`src/rtl/mem_interface_if.sv`:
```
// mem_interface_if: bundles the control-unit request/response signals and the RAM-side
// strobes of the memory stage.
//   slave  : seen by mem_interface (samples requests and ram_rdata, drives everything else).
//   master : seen by the environment (control unit plus RAM).
// Parameters: AW address width, DW data width.
interface mem_interface_if #(
    parameter int AW = 16,
    parameter int DW = 16
);
    // Control-unit side
    logic          rd_req;
    logic          wr_req;
    logic [AW-1:0] addr;
    logic [DW-1:0] wdata;
    logic [DW-1:0] rdata;
    logic          mem_trigger;
    logic          busy;
    logic          req_err;
    // RAM side
    logic          ram_ce;
    logic          ram_we;
    logic [AW-1:0] ram_addr;
    logic [DW-1:0] ram_wdata;
    logic [DW-1:0] ram_rdata;

    modport slave (
        input  rd_req, wr_req, addr, wdata, ram_rdata,
        output rdata, mem_trigger, busy, req_err, ram_ce, ram_we, ram_addr, ram_wdata
    );

    modport master (
        output rd_req, wr_req, addr, wdata, ram_rdata,
        input  rdata, mem_trigger, busy, req_err, ram_ce, ram_we, ram_addr, ram_wdata
    );
endinterface

```
`src/rtl/mem_interface.sv`:
```
// mem_interface: memory-side stage between the CAP17 control unit and a synchronous
// single-port RAM. Accepts one-cycle read/write requests, runs the RAM access with
// WAIT_CYCLES wait states and signals completion with a one-cycle mem_trigger pulse.
// Ports:
//   clk    system clock, all state changes on posedge
//   reset  asynchronous active-low reset
//   bus    mem_interface_if.slave: rd_req/wr_req/addr/wdata in, rdata/mem_trigger/busy/
//          req_err out; ram_ce/ram_we/ram_addr/ram_wdata out, ram_rdata in
// Parameters: AW, DW widths; WAIT_CYCLES wait states per access (0..15).
// Optional feature: define MEM_LAST_READ_CACHE_EN for a one-entry last-read cache
// (write-through); reads hitting it complete in one edge without touching the RAM.
module mem_interface #(
    parameter int AW          = 16,
    parameter int DW          = 16,
    parameter int WAIT_CYCLES = 1
) (
    input logic            clk,
    input logic            reset,
    mem_interface_if.slave bus
);

    localparam logic [3:0] WaitLoad = 4'(WAIT_CYCLES);

    typedef enum logic {
        StIdle,
        StAccess
    } state_t;

    state_t        state_q, state_d;
    logic [3:0]    cnt_q, cnt_d;
    logic [DW-1:0] rdata_q, rdata_d;
    logic          trig_q, trig_d;
    logic          busy_q, busy_d;
    logic          err_q, err_d;
    logic          ce_q, ce_d;
    logic          we_q, we_d;
    logic [AW-1:0] addr_q, addr_d;
    logic [DW-1:0] wdata_q, wdata_d;

    logic          any_req;
    logic          complete;
    logic          cache_hit;
    logic [DW-1:0] cache_data;

    assign any_req  = bus.rd_req | bus.wr_req;
    assign complete = (state_q == StAccess) && (cnt_q == 4'd0);

`ifdef MEM_LAST_READ_CACHE_EN
    logic          cvalid_q;
    logic [AW-1:0] caddr_q;
    logic [DW-1:0] cdata_q;

    // A collision counts as a write, so only a pure read may hit.
    assign cache_hit  = (state_q == StIdle) && bus.rd_req && !bus.wr_req && cvalid_q &&
                        (bus.addr == caddr_q);
    assign cache_data = cdata_q;

    always_ff @(posedge clk or negedge reset) begin
        if (!reset) begin
            cvalid_q <= 1'b0;
            caddr_q  <= '0;
            cdata_q  <= '0;
        end else if (complete) begin
            if (!we_q) begin
                cvalid_q <= 1'b1;
                caddr_q  <= addr_q;
                cdata_q  <= bus.ram_rdata;
            end else if (cvalid_q && (addr_q == caddr_q)) begin
                cdata_q <= wdata_q;
            end
        end
    end
`else
    assign cache_hit  = 1'b0;
    assign cache_data = '0;
`endif

    always_comb begin
        state_d = state_q;
        cnt_d   = cnt_q;
        rdata_d = rdata_q;
        trig_d  = 1'b0;
        busy_d  = busy_q;
        err_d   = 1'b0;
        ce_d    = ce_q;
        we_d    = we_q;
        addr_d  = addr_q;
        wdata_d = wdata_q;
        unique case (state_q)
            StIdle: begin
                if (cache_hit) begin
                    rdata_d = cache_data;
                    trig_d  = 1'b1;
                end else if (any_req) begin
                    addr_d  = bus.addr;
                    wdata_d = bus.wdata;
                    ce_d    = 1'b1;
                    we_d    = bus.wr_req;   // write wins a collision
                    busy_d  = 1'b1;
                    cnt_d   = WaitLoad;
                    err_d   = bus.rd_req & bus.wr_req;
                    state_d = StAccess;
                end
            end
            StAccess: begin
                if (cnt_q != 4'd0) begin
                    cnt_d = cnt_q - 4'd1;
                end else begin
                    if (!we_q) begin
                        rdata_d = bus.ram_rdata;
                    end
                    ce_d    = 1'b0;
                    we_d    = 1'b0;
                    busy_d  = 1'b0;
                    trig_d  = 1'b1;
                    state_d = StIdle;
                end
            end
            default: state_d = StIdle;
        endcase
    end

    always_ff @(posedge clk or negedge reset) begin
        if (!reset) begin
            state_q <= StIdle;
            cnt_q   <= 4'd0;
            rdata_q <= '0;
            trig_q  <= 1'b0;
            busy_q  <= 1'b0;
            err_q   <= 1'b0;
            ce_q    <= 1'b0;
            we_q    <= 1'b0;
            addr_q  <= '0;
            wdata_q <= '0;
        end else begin
            state_q <= state_d;
            cnt_q   <= cnt_d;
            rdata_q <= rdata_d;
            trig_q  <= trig_d;
            busy_q  <= busy_d;
            err_q   <= err_d;
            ce_q    <= ce_d;
            we_q    <= we_d;
            addr_q  <= addr_d;
            wdata_q <= wdata_d;
        end
    end

    assign bus.rdata       = rdata_q;
    assign bus.mem_trigger = trig_q;
    assign bus.busy        = busy_q;
    assign bus.req_err     = err_q;
    assign bus.ram_ce      = ce_q;
    assign bus.ram_we      = we_q;
    assign bus.ram_addr    = addr_q;
    assign bus.ram_wdata   = wdata_q;

endmodule

```
`src/flat_wrapper.sv`:
```
// flat-port wrapper written by rule: the top's interface ports become plain ports
module mem_interface_flat 
#(
    parameter int AW          = 16,
    parameter int DW          = 16,
    parameter int WAIT_CYCLES = 1
)
  (clk, reset, bus_rd_req, bus_wr_req, bus_addr, bus_wdata, bus_ram_rdata, bus_rdata, bus_mem_trigger, bus_busy, bus_req_err, bus_ram_ce, bus_ram_we, bus_ram_addr, bus_ram_wdata);
  mem_interface_if #(.AW(AW), .DW(DW)) bus_i ();
  input logic clk;
  input logic reset;
  input wire logic [$bits(bus_i.rd_req)-1:0] bus_rd_req;
  input wire logic [$bits(bus_i.wr_req)-1:0] bus_wr_req;
  input wire logic [$bits(bus_i.addr)-1:0] bus_addr;
  input wire logic [$bits(bus_i.wdata)-1:0] bus_wdata;
  input wire logic [$bits(bus_i.ram_rdata)-1:0] bus_ram_rdata;
  output wire logic [$bits(bus_i.rdata)-1:0] bus_rdata;
  output wire logic [$bits(bus_i.mem_trigger)-1:0] bus_mem_trigger;
  output wire logic [$bits(bus_i.busy)-1:0] bus_busy;
  output wire logic [$bits(bus_i.req_err)-1:0] bus_req_err;
  output wire logic [$bits(bus_i.ram_ce)-1:0] bus_ram_ce;
  output wire logic [$bits(bus_i.ram_we)-1:0] bus_ram_we;
  output wire logic [$bits(bus_i.ram_addr)-1:0] bus_ram_addr;
  output wire logic [$bits(bus_i.ram_wdata)-1:0] bus_ram_wdata;
  assign bus_i.rd_req = bus_rd_req;
  assign bus_i.wr_req = bus_wr_req;
  assign bus_i.addr = bus_addr;
  assign bus_i.wdata = bus_wdata;
  assign bus_i.ram_rdata = bus_ram_rdata;
  assign bus_rdata = bus_i.rdata;
  assign bus_mem_trigger = bus_i.mem_trigger;
  assign bus_busy = bus_i.busy;
  assign bus_req_err = bus_i.req_err;
  assign bus_ram_ce = bus_i.ram_ce;
  assign bus_ram_we = bus_i.ram_we;
  assign bus_ram_addr = bus_i.ram_addr;
  assign bus_ram_wdata = bus_i.ram_wdata;
  mem_interface #(.AW(AW), .DW(DW), .WAIT_CYCLES(WAIT_CYCLES)) u_core (.clk(clk), .reset(reset), .bus(bus_i));
endmodule
```
`config.mk`:
```
export PLATFORM = sky130hd
export DESIGN_NAME = mem_interface_flat
export DESIGN_NICKNAME = d
export VERILOG_FILES = /design/src/rtl/mem_interface_if.sv /design/src/rtl/mem_interface.sv /design/src/flat_wrapper.sv
export SDC_FILE = /design/constraint.sdc
export NUM_CORES = 1
export LEC_CHECK = 0
export BUFFER_PORTS_ARGS = -buffer_cell sky130_fd_sc_hd__buf_2
export CAP_MARGIN = 20
export CORE_MARGIN = 2
export CORE_UTILIZATION = 25
export DETAILED_ROUTE_END_ITERATION = 8
export HOLD_SLACK_MARGIN = 0.06
export SYNTH_ARGS = -nofsm -noshare
export SYNTH_HDL_FRONTEND = slang
export SYNTH_SLANG_ARGS = --single-unit
```
`constraint.sdc`:
```
create_clock -name clk -period 3.1 [get_ports clk]
set_input_delay 0.155 -clock clk [delete_from_list [all_inputs] [get_ports clk]]
set_output_delay 0.155 -clock clk [all_outputs]
set_load 0.1 [all_outputs]
```
Yosys cells after proc, flatten, opt, wreduce, memory -nomap -nowiden. Cells that the tools add are included.

Bits in registers: 57. Latch bits: 0. Memory bits (writable): 0. ROM bits: 0. Input port bits: 52. Output and inout bits: 53. Logic and storage cells: 40. Memories kept: 0.

Add/sub/neg operators: 1. Multipliers: 0. Divide/modulo/power cells: 0. Order comparisons: 0. Equal/unequal tests: 4. Shift operators: 0. Multiplexer cells: 18. Bitwise logic cells: 3. Reduce and logical (&&, ||, !) cells: 5.

Operators with widths (count): $mux 16 (3); $mux 1 (8); $mux 4 (2); $pmux 1 s2 (4); $pmux 4 s2 (1); $ne 2x2->1 const B (3); $reduce_and 2->1 (3); $reduce_bool 4->1 (1); $sub 4x1->4 const B (1); $reduce_and 3->1 (1); $ne 2x1->1 const B (1); $and 1x1->1 (1); $not 1->1 (1); $or 1x1->1 (1).

Depth between registers and ports, before layout.
Depth after elaboration: 3. Gate-level depth with buffers: 7. Gate-level depth less buffers: 5.

Worst setup path before layout. Ideal clock, no wire load.

Kind: register to register. Start point: register u_core.we_q, in the netlist u_core.bus.ram_we. End point: register u_core.rdata_q[0], in the netlist u_core.bus.rdata[0]. Library setup time: 0.126 ns. Data arrival time: 1.593 ns. Data required time: 2.974 ns. Slack: 1.380 ns. Stages on the path, launching flop included: 5. Path buffers: 2. Period minus slack after synthesis: 1.720 ns. Path through: dfrtp_1 -> nor2b_4 -> buf_6 -> buf_12 -> mux2_4.

Longest elaborated chain between the ends: 2.

Ends and longest elaborated chain: start: declaration (RTL line mem_interface.sv:36) `logic we_q, we_d;`; start signal: assignment (RTL line mem_interface.sv:143) `we_q <= we_d;`; $ne 2x2->1 (no source line); $reduce_and 3->1 (no source line); end signal: assignment (RTL line mem_interface.sv:138) `rdata_q <= rdata_d;`; end: declaration (RTL line mem_interface.sv:31) `logic [DW-1:0] rdata_q, rdata_d;`.

Every way passes these cells. A chain may end at the register's enable or synchronous reset.

Worst setup path in the final report.
Start point: register u_core.cnt_q[0]. End point: register u_core.rdata_q[10], in the netlist u_core.bus.rdata[10].

Longest elaborated chain between the ends: 3.

Ends and longest elaborated chain: start: declaration (RTL line mem_interface.sv:30) `logic [3:0] cnt_q, cnt_d;`; start signal: assignment (RTL line mem_interface.sv:137) `cnt_q <= cnt_d;`; $reduce_bool 4->1 (RTL line mem_interface.sv:106) `if (cnt_q != 4'd0) begin`; $ne 2x2->1 (no source line); $reduce_and 3->1 (no source line).

Every way passes these cells.

==> out/results.tsv <==
stage	metric	value	unit
global_routing	grt_pass1_wl	8420	um
synth	yosysTopAreaCell	dfrtp_1	
routing	firstDrtPassIters	2	
synth	synth_edf_count	0	
synth	yosysWarnings	0	
worst_setup_path	cp_cell_sequence	inv_1, ha_1, and4bb_4, nor2b_4, mux2_2	
synth	avgSynthCellArea	15.9	um2
synth	synth_area	2280	um2
worst_setup_path	cp-start-kind	flip-flop	
synth	synth-seq-area-share	62.7	%
timing	min_period	1930	ps
timing	tns	0	ps
synth	async_flop_share	100	%
clocking	cts_resized	0	
worst_setup_path	path_max_fanout	16	
synth	synth_seq_cells	57	
floorplanning	die_width	99.4	um
hold_path	hold_end	u_core.bus.req_err	
clocking	clockBufferDepth	2	
routing	wl_met2	2430	um
synth	syn_inst	143	
synth	synthTopCellsByCount	dfrtp_1, mux2_2, mux2_4	
floorplanning	die_h	99.4	um
worst_setup_path	cp_slowest_cell	nor2b_4	
worst_setup_path	slowest_delay	500	ps
timing	max_freq	0.518	GHz
clocking	numCtsBuffers	9	
floorplanning	die_area	9880	um2
timing	grt_setup_unrepaired	no	
timing	slew_viol_final	0	
clocking	cts_htree_levels	3	
routing	top_layer	met4	
global_routing	grt_antenna_before_repair	0	
hold_path	holdPathStages	3	
timing	slew_headroom	53.9	%
placement	place_inst	348	
worst_setup_path	crit_path_end_kind	flip-flop	
synth	yosysMostFrequentCell	dfrtp_1	
cells_and_area	num_antenna_cells	0	
routing	drc_errors	0	
clocking	clkLatencyLatePin	320	ps
timing	skew	7.37	ps
clocking	clkTransAtPathRegs	60	ps
placement	dpl.hpwl	3200	um
global_routing	grt-ovfl-total	0	
run_status	outcome	finished clean	
routing	drt-total-wl	5070	um
floorplanning	ioPinCount	105	
synth	synth_top_area_share	62.7	%
timing	finalCritPeriodShare	62.3	%
floorplanning	core_region_area	8760	um2
clocking	clock-root-buffer	clkbuf_8	
floorplanning	initial_core_util	26.0	%
worst_setup_path	r2r-end	u_core.bus.rdata[10]	
clocking	numClockSinks	57	
routing	wl_met1	2170	um
synth	synth_top_flop_cell	dfrtp_1	
worst_setup_path	r2r-start	u_core.cnt_q[0]	
routing	vias	1693	
worst_setup_path	reg2reg_slack	1170	ps
cells_and_area	fin_cells	413	
cells_and_area	area_growth_syn_to_layout	56.1	%
routing	wl_met3	396	um
global_routing	grt_max_degree	37	
hold_path	hp-start	bus_rd_req	
worst_setup_path	crit_type	reg -> reg	
worst_setup_path	r2r_cells	5	
placement	place_congestion	0.640	
cells_and_area	final_nets	355	
floorplanning	row_count	34	
worst_setup_path	arrival	2140	ps
job	drv_cap	0	
placement	io_buffers	104	
routing	ant_nets	0	
routing	wl_per_cell	12.3	um
synth	syn-num-nets	197	
hold_path	holdCritPathClass	in -> reg	
worst_setup_path	required	3310	ps
routing	avgViaCountPerCell	4.10	
global_routing	grt_usage	10.9	%
global_routing	grt_pass1_vias	1811	
timing	tightest_slew	686	ps
cells_and_area	drive_gt1_share	56.4	%
clocking	cts_tree	done	
synth	yosys.cell_types.count	22	
synth	yosys-top-cells-area	dfrtp_1, mux2_2, mux2_4	
timing	hold_violations	0	
routing	drt_iter0_drc	22	
timing	finalSetupViolCount	0	
-- logic make-up (layout without fill, tap and decap cells) --
logic type / count (synthesis) / after routing / share of synthesized area [%]
DFF: 57 / 57 / 62.7
muxes: 50 / 50 / 26.3
buffers and inverters: 14 / 176 / 4.07
and+or+nand+nor: 11 / 11 / 3.41
AOI/OAI and AO/OA: 8 / 8 / 2.03
adders and majority gates: 2 / 2 / 1.10
xor gates and xnor gates: 1 / 1 / 0.385
-- worst max-delay path, delay by kind of cell (launching register included) --
kind	cells	cell delay (ps)
adder cells (fa/ha/maj)	1	180
AND/OR/NAND/NOR	2	760
multiplexers	1	400
flip-flops	1	370
buffers and inverters	1	110
-- stage by stage --
stage / setup slack, ps / instance area (um2) / util, % / hold WS, ps
3_5_place_dp: 1130 / 2880 / 32.9 / 240
5_1_grt: 1020 / 3550 / 40.5 / 142
4_1_cts: 1120 / 3530 / 40.3 / 110
6_report: 1170 / 3550 / 40.5 / 144
3_3_place_gp: 1180 / 2880 / 32.9 / 248
2_1_floorplan: 1380 / 2280 / - / -141
-- state kept, by name, indices dropped and copies added (netlist names) --
register and cells:
u_core.bus.ram_we 1, u_core.bus.rdata 16, u_core.bus.ram_wdata 16, u_core.bus.ram_ce 1, u_core.bus.ram_addr 16, u_core.bus.req_err 1
u_core.cnt_q 4, u_core.state_q 1, u_core.bus.mem_trigger 1
-- cell type report --
type,count,area [um2]
Fill cell,836,5210
Sequential cell,57,1430
Timing Repair Buffer,155,1040
Multi-Input combinational cell,72,768
Clock buffer,11,141
Tap cell,108,135
Inverter,6,22.5
Clock inverter,4,20.0
-- worst max path at each step --
stage                       from              endpoint  slack [ps]  cells after the start
4_1_cts          u_core.cnt_q[0]  u_core.bus.rdata[10]        1120                      5
3_5_place_dp     u_core.cnt_q[0]  u_core.bus.rdata[10]        1130                      5
2_1_floorplan  u_core.bus.ram_we   u_core.bus.rdata[0]        1380                      4
6_report         u_core.cnt_q[0]  u_core.bus.rdata[10]        1170                      5
5_1_grt          u_core.cnt_q[0]  u_core.bus.rdata[15]        1020                      5
3_3_place_gp     u_core.cnt_q[0]  u_core.bus.rdata[11]        1180                      5
-- layer usage --
layer  global-route usage, %  up-vias
li1                        -      807
met2                    17.3       63
met1                    13.1      814
met5                       0        -
met4                    5.37        0
met3                    4.01        9
-- repair_timing --
action / in CTS / in global routing
hold buffers: 49 / 0
buffers inserted: 0 / 0
hold endpoints to repair: 76 / 0
-- cells in the final DEF (no fill, tap or decap), types with 2 or more instances in the layout --
cell / count
clkbuf_8: 10
ha_1: 2
mux2_4: 10
inv_1: 6
nor3_1: 3
buf_2: 104
dlygate4sd3_1: 49
o21ai_0: 5
nand2_1: 3
clkinv_2: 4
mux2_2: 39
dfrtp_1: 57
Power is left out: the tool's default activity adds up to more than one toggle a clock period on the data nets, which glitch-free logic cannot reach.
